**src/rtl/dmem_arbiter.sv**
```systemverilog
// Two-master data-memory arbiter: core LSU (M0) and debug/DMA loader (M1).
// Each cycle it grants at most one master and routes that master's address,
// write data and write enable to the single-port memory. Read data comes back
// registered to the granted master. A locking master keeps ownership, but the
// hold counter bounds the lock so a waiting master cannot starve.
module dmem_arbiter #(
    parameter int unsigned DATA_W   = 32,
    parameter int unsigned MAX_HOLD = 8
) (
    input  logic              CLK,
    input  logic              RST_n,
    input  logic              M0_REQ,
    input  logic              M0_WE,
    input  logic              M0_LOCK,
    input  logic [DATA_W-1:0] M0_A,
    input  logic [DATA_W-1:0] M0_WD,
    output logic              M0_GNT,
    output logic              M0_RVALID,
    output logic [DATA_W-1:0] M0_RD,
    input  logic              M1_REQ,
    input  logic              M1_WE,
    input  logic              M1_LOCK,
    input  logic [DATA_W-1:0] M1_A,
    input  logic [DATA_W-1:0] M1_WD,
    output logic              M1_GNT,
    output logic              M1_RVALID,
    output logic [DATA_W-1:0] M1_RD,
    output logic [DATA_W-1:0] MEM_A,
    output logic [DATA_W-1:0] MEM_WD,
    output logic              MEM_WE,
    input  logic [DATA_W-1:0] MEM_RD
);

    localparam logic [7:0] HOLD_MAX = 8'(MAX_HOLD);

    typedef enum logic [1:0] {
        IDLE = 2'd0,
        OWN0 = 2'd1,
        OWN1 = 2'd2
    } state_t;

    state_t     state, state_n;
    logic       ptr, ptr_n;
    logic [7:0] hold, hold_n;
    logic       g0, g1;
    logic       idle_g0, idle_g1;
    logic [7:0] hold_inc;

    // Grant selection; everything is held off while reset is asserted
    always_comb begin
        g0 = 1'b0;
        g1 = 1'b0;
        // Resolution used when no one owns the memory (or the owner dropped REQ)
        idle_g0 = M0_REQ & (~M1_REQ | ~ptr);
        idle_g1 = M1_REQ & (~M0_REQ |  ptr);
        unique case (state)
            OWN0: begin
                if (M0_REQ) begin
                    if ((hold == HOLD_MAX) && M1_REQ) g1 = 1'b1;
                    else                              g0 = 1'b1;
                end else begin
                    g0 = idle_g0;
                    g1 = idle_g1;
                end
            end
            OWN1: begin
                if (M1_REQ) begin
                    if ((hold == HOLD_MAX) && M0_REQ) g0 = 1'b1;
                    else                              g1 = 1'b1;
                end else begin
                    g0 = idle_g0;
                    g1 = idle_g1;
                end
            end
            default: begin
                g0 = idle_g0;
                g1 = idle_g1;
            end
        endcase
        if (!RST_n) begin
            g0 = 1'b0;
            g1 = 1'b0;
        end
    end

    // Memory-side mux driven by whichever master is granted
    always_comb begin
        M0_GNT = g0;
        M1_GNT = g1;
        MEM_A  = '0;
        MEM_WD = '0;
        MEM_WE = 1'b0;
        if (g0) begin
            MEM_A  = M0_A;
            MEM_WD = M0_WD;
            MEM_WE = M0_WE;
        end else if (g1) begin
            MEM_A  = M1_A;
            MEM_WD = M1_WD;
            MEM_WE = M1_WE;
        end
    end

    // Next state, round-robin pointer and saturating hold count
    always_comb begin
        state_n  = IDLE;
        ptr_n    = ptr;
        hold_n   = '0;
        hold_inc = (hold == HOLD_MAX) ? hold : hold + 8'd1;
        if (g0) begin
            ptr_n   = 1'b1;
            state_n = M0_LOCK ? OWN0 : IDLE;
            hold_n  = (state == OWN0) ? hold_inc : 8'd1;
        end else if (g1) begin
            ptr_n   = 1'b0;
            state_n = M1_LOCK ? OWN1 : IDLE;
            hold_n  = (state == OWN1) ? hold_inc : 8'd1;
        end
    end

    // Arbitration state register
    always_ff @(posedge CLK or negedge RST_n) begin
        if (!RST_n) begin
            state <= IDLE;
            ptr   <= 1'b0;
            hold  <= '0;
        end else begin
            state <= state_n;
            ptr   <= ptr_n;
            hold  <= hold_n;
        end
    end

    // Read return: capture memory data for the master granted a read
    always_ff @(posedge CLK or negedge RST_n) begin
        if (!RST_n) begin
            M0_RVALID <= 1'b0;
            M1_RVALID <= 1'b0;
            M0_RD     <= '0;
            M1_RD     <= '0;
        end else begin
            M0_RVALID <= g0 & ~M0_WE;
            M1_RVALID <= g1 & ~M1_WE;
            if (g0 && !M0_WE) M0_RD <= MEM_RD;
            if (g1 && !M1_WE) M1_RD <= MEM_RD;
        end
    end

endmodule

```
**config.mk**
```make
export PLATFORM = sky130hd
export DESIGN_NAME = dmem_arbiter
export DESIGN_NICKNAME = d
export VERILOG_FILES = /design/src/rtl/dmem_arbiter.sv
export SDC_FILE = /design/constraint.sdc
export NUM_CORES = 1
export LEC_CHECK = 0
export CAP_MARGIN = 20
export CORE_AREA = 2 2 115 117
export CTS_BUF_LIST = sky130_fd_sc_hd__clkbuf_16
export CTS_CLUSTER_DIAMETER = 30
export CTS_CLUSTER_SIZE = 14
export DETAILED_ROUTE_END_ITERATION = 8
export DIE_AREA = 0 0 117 119
export HOLD_SLACK_MARGIN = 0.15
export PLACE_DENSITY = 0.76
export SKIP_CTS_REPAIR_TIMING = 1
export SYNTH_ARGS = -nofsm -noshare
export SYNTH_HDL_FRONTEND = slang
export SYNTH_SLANG_ARGS = --single-unit
```
**constraint.sdc**
```tcl
create_clock -name CLK -period 2.55 [get_ports CLK]
set_input_delay 0.51 -clock CLK [delete_from_list [all_inputs] [get_ports CLK]]
set_output_delay 0.51 -clock CLK [all_outputs]
set_load 0.01 [all_outputs]
```
==> flow_summary.toml <==
[logic_synthesis]
synth_area_leader_cell = "dfrtp_1"
ys_seq_elements = 77
synthCells = 290
most_repeated_cell_in_the_gate_level_netlist_after_synthesis = "dfrtp_1"
syn_nets = 462
synth_commonest_cells = "dfrtp_1, a22o_1, mux2_2, mux2_4, nor2_1"
post_synth_edffs = 0
yosysSeqAreaShare_pct = 49.6
synthDominantCellAreaShare_pct = 49.6
netlist_top_cells_area = "dfrtp_1, a22o_1, mux2_4"
synthesis.area_um2 = 3890
ys_dominant_reg_cell = "dfrtp_1"
synth.distinct_cells = 31
post_synth.cell_area_avg_um2 = 13.4
async_flop_share_pct = 100
ys_warn_count = 0

[timing]
post-route-period-util_pct = 114
worst_pin_slew_ns = 0.919
timing_max_transition_violations_final = 0
fin_worst_skew_ns = 0.00412
hold_viol_final = 0
setup_violations = 66
finalHoldWorstSlack_ns = 0.419
timing.setup.tns_ns = -20.76
layout_setup_ws_ns = -0.357
rsz0062_at_grt = "yes"
slew_headroom_pct = 38.7
timing.final.crit_period_ns = 2.91
clock.fmax_mhz = 344

[place]
hpwlAfterDp_mm = 12.7
buffer_ports.inserted = 300
postPlaceCellArea_um2 = 7300
gp_congestion = 0.921

[worst_setup_path]
maximum_net_fanout_on_the_critical_path = 14
r2r_start = "state[0]"
arrival_ns = 2.40
critPathCaptureType = "output port"
worstPathCellList = "inv_2 -> ha_4 -> or3_1 -> and4_1 -> o211a_4 -> nor2_4 -> buf_12 -> clkbuf_16 -> a22o_1 -> buf_2"
critPathRequiredTime_ns = 2.04
crit_path_max_incr_delay_ns = 0.40
timing.critical_path.slowest_stage_cell = "dfrtp_1"
crit-reg2reg-capture = "M0_RD[0]"
start_kind = "flip-flop"
worst-r2r-setup-slack_ns = 0.16
worstRegToRegCells = 10
path_class = "flip-flop to output port"

[clocking]
cts-buffers-inserted = 9
clock_path_buffers = 2
clk_latency_ns = 0.33
clkSlewWorstSetupHoldPaths_ns = 0.06
cts_htree_levels = 3
cts.root.buffer_cell = "clkbuf_16"
cts_tree = "done"
numClockSinks = 77

[pwr]
p_seq_share_pct = 33.5
switchingPower_mw = 1.62
internal-power_mw = 3.91
clockPowerShare_pct = 20.1
switching_share_pct = 29.2
power.combinational.fraction_pct = 46.4
pwr_density_nw_per_um2 = 728
ir_worst_vdd_mv = 0.296
power.static_leakage_nw = 3.38

[floorplanning]
ios = 301
placeableCoreArea_um2 = 12900
effective_utilization_at_floorplan_pct = 30.2
die_x_um = 117
design.die.area_um2 = 13900
dieHeight_um = 119
rows = 42

[global_route]
grt_util_all_layers_pct = 21.7
globalRouteOverflowTotal = 0
antenna_violations_before_repair = 1
first_pass_grt_wire_length_mm = 22.6
grt_pass1_vias = 4062
pin_count_of_the_biggest_net_entering_global_routing = 76

[final_layout]
multi_input_comb_area_um2 = 1840
fillerInstances = 1074
area_growth_syn_to_layout_pct = 95.6
fin_util_pct = 59.0
final_area_um2 = 7600
register_area_um2 = 1930
finalNetCount = 793
final_layout_size_suffix_gt1_share_pct = 31.5

[drt]
postRouteAntennaNets = 0
ratio_of_routed_vias_to_standard_cells = 4.82
wl_per_cell_um = 21.1
post-route-drc-count = 0
wl_mm = 16.9
first_iter_violations = 181
dr_total_vias = 3863
drtPass1Iterations = 4

[hold_path]
hp-class = "input port to async pin"

[run_status]
violations = "setup timing"
run_status = "finished with violations"

[flow_run]
maxCapViolCount = 0
[placed cells by master, fill, tap and decap left out, drive strengths merged, types with 2 or more instances in the layout]
master / count
a22o: 65
and2: 3
and3: 3
buf: 93
clkbuf: 23
clkdlybuf4s50: 232
clkinv: 3
clkinvlp: 2
dfrtp: 77
dlymetal6s2s: 3
ha: 4
inv: 7
mux2: 64
mux2i: 3
nand2: 5
nand3: 6
nand4: 2
nor2: 10
nor2b: 2
xnor2: 2
xor2: 5
[metal layers]
metal	vias to the layer above	GRT usage (%)	wire length [um]
met5	-	0	0
met4	0	10.1	621
met3	36	7.02	1510
met2	207	39.6	8930
met1	1871	22.0	5830
li1	1749	-	-
[area by class of cell]
class | instances | share of cell area (%)
repair buffers | 343 | 43.8
multi-input cells | 184 | 24.2
clock buffers | 9 | 2.96
flip-flops and latches | 77 | 25.3
well taps | 176 | 2.90
clock inverters | 6 | 0.428
inverters | 6 | 0.329
diodes | 1 | 0.0329
[registers in the layout, indices dropped and copies added (netlist names)]
signal / count
state: 2
ptr: 1
M1_RD: 32
hold: 8
M0_RVALID: 1
M1_RVALID: 1
M0_RD: 32
[power by group through the flow]
stage,Sequential (mW),Clock (mW),Combinational (mW)
6_report,1.85,1.11,2.56
5_1_grt,1.91,1.19,2.71
4_1_cts,1.86,1.13,2.56
3_5_place_dp,1.87,0,2.55
3_3_place_gp,1.85,0,2.50
2_1_floorplan,2.05,0,0.799
[worst max-delay path by stage]
stage | depth (start not counted) | slack, ns | startpoint | endpoint
2_1_floorplan | 11 | 0.009 | hold[0] | MEM_A[0]
3_3_place_gp | 8 | -0.60 | M1_REQ | MEM_WD[26]
3_5_place_dp | 8 | -0.64 | M1_REQ | MEM_WD[25]
4_1_cts | 9 | -0.81 | state[0] | MEM_WD[25]
5_1_grt | 11 | -0.45 | state[0] | MEM_A[25]
6_report | 10 | -0.36 | state[0] | MEM_A[17]
[logic make-up after synthesis]
group	after synthesis	share of synthesized area, %
flops	77	49.6
compound gates	70	15.7
buf+inv	29	4.76
simple gates	36	4.96
mux	67	22.1
fa+ha+maj	4	1.29
xor+xnor	7	1.58
[stage by stage]
stage / total power [mW] / setup slack, ns / std cells
floorplan: 2.84 / 0.00897 / 290
global placement: 4.35 / -0.604 / 774
detailed placement: 4.42 / -0.642 / 774
CTS: 5.55 / -0.814 / 789
global route: 5.80 / -0.446 / 801
finish: 5.53 / -0.357 / 802
[worst max-delay path, delay by kind of cell, from the launching register on]
family | cells | cell delay (ns)
DFF | 1 | 0.40
and+or+nand+nor | 3 | 0.63
AOI/OAI and AO/OA | 2 | 0.29
adders and majority gates | 1 | 0.20
buffers and inverters | 4 | 0.56
Power figures use the tool's default switching activity.
